File: config.mk
export PLATFORM = sky130hd
export DESIGN_NAME = mem_access
export DESIGN_NICKNAME = d
export VERILOG_FILES = /design/src/rtl/lc3_pkg.sv /design/src/rtl/mem_watchdog.sv /design/src/rtl/mem_access.sv
export SDC_FILE = /design/constraint.sdc
export NUM_CORES = 1
export LEC_CHECK = 0
export BUFFER_PORTS_ARGS = -buffer_cell sky130_fd_sc_hd__buf_2
export CAP_MARGIN = 15
export CORE_ASPECT_RATIO = 1.25
export CORE_MARGIN = 2
export CORE_UTILIZATION = 51
export CTS_CLUSTER_SIZE = 12
export DETAILED_ROUTE_END_ITERATION = 10
export GPL_TIMING_DRIVEN = 0
export PLACE_DENSITY = 0.85
export REMOVE_ABC_BUFFERS = 1
export SLEW_MARGIN = 25
export SYNTH_ARGS = -nofsm -noshare
export SYNTH_HDL_FRONTEND = slang
export SYNTH_SLANG_ARGS = --single-unit
File: constraint.sdc
create_clock -name clk -period 3.7 [get_ports clk]
set_input_delay 0.74 -clock clk [delete_from_list [all_inputs] [get_ports clk]]
set_output_delay 0.74 -clock clk [all_outputs]
set_load 0.01 [all_outputs]
File: src/rtl/lc3_pkg.sv
// Shared LC3-2 definitions for the data-memory access stage: opcodes and FSM states.
package lc3_pkg;

    localparam logic [3:0] OP_LD  = 4'b0010;
    localparam logic [3:0] OP_LDR = 4'b0110;
    localparam logic [3:0] OP_LDI = 4'b1010;
    localparam logic [3:0] OP_ST  = 4'b0011;
    localparam logic [3:0] OP_STR = 4'b0111;
    localparam logic [3:0] OP_STI = 4'b1011;

    typedef enum logic [2:0] {
        IDLE,
        IND,
        RD,
        WR,
        DONE
    } mem_state_t;

    function automatic logic is_mem_op(input logic [3:0] op);
        return op inside {OP_LD, OP_LDR, OP_LDI, OP_ST, OP_STR, OP_STI};
    endfunction

endpackage

File: src/rtl/mem_watchdog.sv
// Per-access wait counter: clears on entry to an access, expires after TIMEOUT wait cycles.
module mem_watchdog #(
    parameter int unsigned TIMEOUT = 255
) (
    input  logic clk_i,
    input  logic rst_ni,
    input  logic clr_i,
    input  logic cnt_i,
    output logic expire_o
);

    localparam int unsigned CntW = $clog2(TIMEOUT + 1);
    localparam logic [CntW-1:0] Limit = CntW'(TIMEOUT);

    logic [CntW-1:0] count_q, count_d;

    always_comb begin
        count_d = count_q;
        if (clr_i) begin
            count_d = '0;
        end else if (cnt_i) begin
            count_d = count_q + CntW'(1);
        end
    end

    always_ff @(posedge clk_i) begin
        if (!rst_ni) begin
            count_q <= '0;
        end else begin
            count_q <= count_d;
        end
    end

    // Expires on the wait cycle that would bring the count up to the limit.
    assign expire_o = cnt_i && ((count_q + CntW'(1)) == Limit);

endmodule

File: src/rtl/mem_access.sv
// LC3-2 data-memory access stage (LD/LDR/LDI/ST/STR/STI over a ready handshake).
// Optional per-access watchdog enabled by defining MEM_ACCESS_TIMEOUT_EN.
module mem_access
    import lc3_pkg::*;
#(
    parameter int unsigned TIMEOUT = 255
) (
    input  logic        clk,
    input  logic        rst,
    input  logic        Mem_Control_in,
    input  logic [15:0] IR_Exec,
    input  logic [15:0] pcout,
    input  logic [15:0] M_Data,
    output logic        dmem_en,
    output logic        dmem_we,
    output logic [15:0] dmem_addr,
    output logic [15:0] dmem_din,
    input  logic [15:0] dmem_dout,
    input  logic        dmem_rdy,
    output logic [15:0] memout,
    output logic        mem_done,
    output logic        stall_mem,
    output logic        mem_err
);

    mem_state_t  state_q, state_d;
    logic [15:0] addr_q, addr_d;
    logic [15:0] data_q, data_d;
    logic [15:0] memout_q, memout_d;
    logic [3:0]  op_q, op_d;
    logic        err_q, err_d;

    logic [3:0] opcode;
    logic       accept;
    logic       wd_clr, wd_cnt, wd_expire;
    logic       unused_ir;

    assign opcode    = IR_Exec[15:12];
    assign unused_ir = ^IR_Exec[11:0];
    assign accept    = (state_q == IDLE) && Mem_Control_in && is_mem_op(opcode);

    always_comb begin
        state_d   = state_q;
        addr_d    = addr_q;
        data_d    = data_q;
        op_d      = op_q;
        memout_d  = memout_q;
        err_d     = 1'b0;
        dmem_en   = 1'b0;
        dmem_we   = 1'b0;
        dmem_addr = '0;
        dmem_din  = '0;
        mem_done  = 1'b0;
        stall_mem = 1'b0;
        wd_clr    = 1'b0;
        wd_cnt    = 1'b0;

        unique case (state_q)
            IDLE: begin
                if (accept) begin
                    stall_mem = 1'b1;
                    wd_clr    = 1'b1;
                    addr_d    = pcout;
                    data_d    = M_Data;
                    op_d      = opcode;
                    if (opcode == OP_LDI || opcode == OP_STI) begin
                        state_d = IND;
                    end else if (opcode == OP_LD || opcode == OP_LDR) begin
                        state_d = RD;
                    end else begin
                        state_d = WR;
                    end
                end
            end
            IND, RD, WR: begin
                stall_mem = 1'b1;
                dmem_en   = 1'b1;
                dmem_addr = addr_q;
                wd_cnt    = !dmem_rdy;
                if (state_q == WR) begin
                    dmem_we  = 1'b1;
                    dmem_din = data_q;
                end
                if (dmem_rdy) begin
                    if (state_q == IND) begin
                        // Pointer fetched; second access goes to the pointed-to address.
                        addr_d  = dmem_dout;
                        wd_clr  = 1'b1;
                        state_d = (op_q == OP_LDI) ? RD : WR;
                    end else begin
                        if (state_q == RD) begin
                            memout_d = dmem_dout;
                        end
                        state_d = DONE;
                    end
                end else if (wd_expire) begin
                    err_d   = 1'b1;
                    state_d = DONE;
                end
            end
            DONE: begin
                mem_done = 1'b1;
                state_d  = IDLE;
            end
            default: state_d = IDLE;
        endcase
    end

    always_ff @(posedge clk) begin
        if (!rst) begin
            state_q  <= IDLE;
            addr_q   <= '0;
            data_q   <= '0;
            memout_q <= '0;
            op_q     <= '0;
            err_q    <= 1'b0;
        end else begin
            state_q  <= state_d;
            addr_q   <= addr_d;
            data_q   <= data_d;
            memout_q <= memout_d;
            op_q     <= op_d;
            err_q    <= err_d;
        end
    end

    assign memout = memout_q;

`ifdef MEM_ACCESS_TIMEOUT_EN
    mem_watchdog #(
        .TIMEOUT(TIMEOUT)
    ) u_watchdog (
        .clk_i   (clk),
        .rst_ni  (rst),
        .clr_i   (wd_clr),
        .cnt_i   (wd_cnt),
        .expire_o(wd_expire)
    );

    assign mem_err = err_q;
`else
    logic unused_wd;
    assign unused_wd = ^{wd_clr, wd_cnt, err_q, TIMEOUT};
    assign wd_expire = 1'b0;
    assign mem_err   = 1'b0;
`endif

endmodule

==> out/qor.log <==
[run_status] status finished, final reports clean
[logic_synthesis] dominant cells by area after synthesis dfxtp_1 (40%), and2_1 (7.9%), o31ai_2 (7.7%), a21oi_1 (6.7%), nand2_1 (5.1%)
[clocking] number of CTS-inserted buffers 5
[clocking] clock latency reported for the late side of the worst-skew pair 0.30 ns
[setup_path] FF-to-FF Start state_q[0]
[power_and_ir_drop] total power density per cell area 360 mW/mm2
[drt] routed wire length 7090 um
[logic_synthesis] syn avg cell area 8.42 um2
[cells_and_area] layout overhead on the synthesized area 20.8%
[sta] Setup TNS 0 ns
[clocking] post-CTS sizing 0
[cells_and_area] layout cells sized above 1 35.1%
[clocking] deepest clock path buffer count 2
[logic_synthesis] number of register bits inferred by synthesis 55
[global_routing] leftover overflow at the end of global routing 0
[setup_path] Bufs and invs on worst path 1
[setup_path] origin of the worst setup path state_q[0]
[placed_design] detailed-placement wirelength estimate 4900 um
[logic_synthesis] distinct cell type count of the synthesized netlist 35
[power_and_ir_drop] cell leakage power 1.35 nW
[placed_design] final weighted congestion of routability-driven global placement 0.758
[floorplan] number of cell rows 30
[cells_and_area] most frequent standard cell in the layout excluding fill and tap cells buf_2
[drt] initial detailed-routing violation count 139
[clocking] hold bufs inserted after CTS 0
[clocking] number of levels in the clock H-tree 2
[drt] number of design rule violations left after detail routing 0
[min_path] Worst Hold Launch memout[14]
[global_routing] GRT Total Usage 23.9%
[cells_and_area] post-route cell area 0.00335 mm2
[floorplan] Die Outline Area 0.00604 mm2
[drt] remaining antenna violation count after routing 0
[cells_and_area] commonest cells after routing, fill and taps aside buf_2 (107), dfxtp_1 (55), nand2_1 (37), a21oi_1 (37), and2_1 (34)
[setup_path] kind of cell adding the most delay to the critical path simple AND/OR/NAND/NOR gates
[setup_path] CP endpoint kind output pin
[placed_design] instance area after placement 0.00326 mm2
[floorplan] die span in x 69.9 um
[setup_path] cell repeated most along the worst path nor2_1
[sta] transition time of the tightest slew-check pin 0.984 ns
[drt] post-DR wirelength/cell 15.0 um
[power_and_ir_drop] power consumption 1.20 mW
[setup_path] Worst Path Max Fanout 17
[setup_path] slowest cell on the critical path nor2_1
[sta] RSZ-0062 raised after global routing false
[setup_path] cell-by-cell trace of the critical path nor2_1 -> nor2_1 -> and2_1 -> buf_2
[run] maxcap violations 0
[drt] vias after detailed routing 2701
[clocking] root buffer cell clkbuf_8
[clocking] number of buffers added for setup after CTS 0
[logic_synthesis] area share of the largest cell type after synthesis 39.7%
[sta] number of pins exceeding their max-slew limit in the final report 0
[global_routing] number of antenna violations at the first check in global routing 0
[setup_path] nature of the critical path startpoint flop
[clocking] clock-pin slew reported for the worst setup and hold paths after clock tree synthesis 0.10 ns
[clocking] CTS tree built
[sta] Setup violations, final 0
[sta] time the final worst path needs with I/O delays and setup 2.88 ns
[placed_design] count of input and output buffers 107
[logic_synthesis] sequential share of the synthesized area 39.7%
[setup_path] delay of the slowest cell on the worst path 0.71 ns
[floorplan] Placeable Area 0.00533 mm2
[setup_path] Data required, critical path 2.96 ns
[clocking] total clock sinks 55
[sta] post-route fraction of the period consumed by the critical path 77.9%
[global_routing] maximum number of pins on one net before global-route repair 37
[power_and_ir_drop] peak supply drop 0.000254 V
[floorplan] Die Y 86.4 um
[floorplan] Initial Utilization 52.0%
[floorplan] I/O pins 121
[logic_synthesis] Ys Warns 0
[logic_synthesis] library cell with the largest summed area after synthesis dfxtp_1
[min_path] Tightest Hold Check Type reg -> reg
[setup_path] Worst Setup Path Type reg -> out
[drt] router iterations before antenna repair 4
[sta] FMAX 347 MHz
[cells_and_area] Final #Nets 477
[logic_synthesis] post-synth design cell area 0.00277 mm2
[setup_path] CP Data Arrival Time 2.14 ns
[global_routing] vias in the first global route 2652
[global_routing] global-route wire length before repair 11900 um
[logic_synthesis] cell count after synthesis 329
[sta] clock skew after layout 0.0106 ns
[sta] final hold vios 0
[cells_and_area] n_diodes 0
[sta] worst slew margin relative to its limit 34.0%
[drt] DR vias/cell 5.70
[routing by layer]
metal | vias up | routed length, um | share of wire [%] | track usage (%)
li1 | 1334 | - | - | -
met1 | 1276 | 2960 | 42 | 27.2
met2 | 85 | 3680 | 52 | 45.4
met3 | 6 | 396 | 5.6 | 4.77
met4 | 0 | 55 | 0.78 | 6.12
met5 | - | 0 | 0 | 0
[Yosys cell counts (all sizes together)]
cell type / count
a211oi: 16
a21oi: 37
a311oi: 1
a31oi: 2
and2: 35
and3: 1
and4bb: 1
buf: 17
clkbuf: 20
clkinv: 1
conb: 1
dfxtp: 55
inv: 2
nand2: 38
nand2b: 2
nand3: 1
nand4: 19
nand4bb: 2
nor2: 19
nor2b: 1
nor3: 1
nor4: 16
nor4b: 1
nor4bb: 1
o21ai: 17
o22ai: 1
o311ai: 1
o31ai: 19
or3: 1
[power by group]
part           total (mW)  leakage [nW]  internal [mW]  switching, mW
Clock               0.325        0.0412          0.133          0.192
Combinational       0.231         0.865         0.0867          0.144
Sequential          0.649         0.448          0.626         0.0227
Total                1.20          1.35          0.846          0.358
[sequential cells by signal (all words and copies together) (netlist names)]
| name | cells |
|---|---|
| addr_q | 16 |
| data_q | 16 |
| op_q | 4 |
| memout | 16 |
| state_q | 3 |
[metrics by stage]
step	std cells	utilization [%]	hold WS (ns)	worst slack, ns
6_report	474	62.8	0.455	0.818
5_1_grt	474	62.8	0.482	0.572
4_1_cts	474	62.8	0.459	0.775
3_5_place_dp	466	61.2	0.445	1.00
3_3_place_gp	463	59.7	0.441	0.495
2_1_floorplan	292	-	0.433	1.39
[path summary, 6_finish.rpt]
| kind | depth (start not counted) | to | slack [ns] |
|---|---|---|---|
| worst min register to register | 2 | memout[14] | 0.45 |
| worst min-delay path | 2 | memout[14] | 0.45 |
| worst max-delay path | 4 | dmem_addr[8] | 0.82 |
| worst max register to register | 3 | addr_q[7] | 1.61 |
[cell families (layout without fill, tap and decap cells)]
group	after synthesis	in the layout	share of synthesized area, %
compound gates	94	94	24.6
buf+inv	40	121	7.81
flops	55	55	39.7
other cells	1	1	0.135
simple gates	139	139	27.7
[area by class of cell]
type / count / area (um2)
Fill cell: 486 / 1980
Multi-Input combinational cell: 234 / 1480
Sequential cell: 55 / 1100
Timing Repair Buffer: 110 / 591
Tap cell: 64 / 80.1
Clock buffer: 6 / 72.6
Clock inverter: 2 / 12.5
Inverter: 3 / 11.3
[worst reg2reg max path: cells and delay by family, from the launching register on]
kind	cells	cell delay, ns
flip-flops	1	0.46
AO/OA/AOI/OAI	1	0.36
AND/OR/NAND/NOR	2	1.21
No activity file was read; power rests on OpenSTA's default activity.
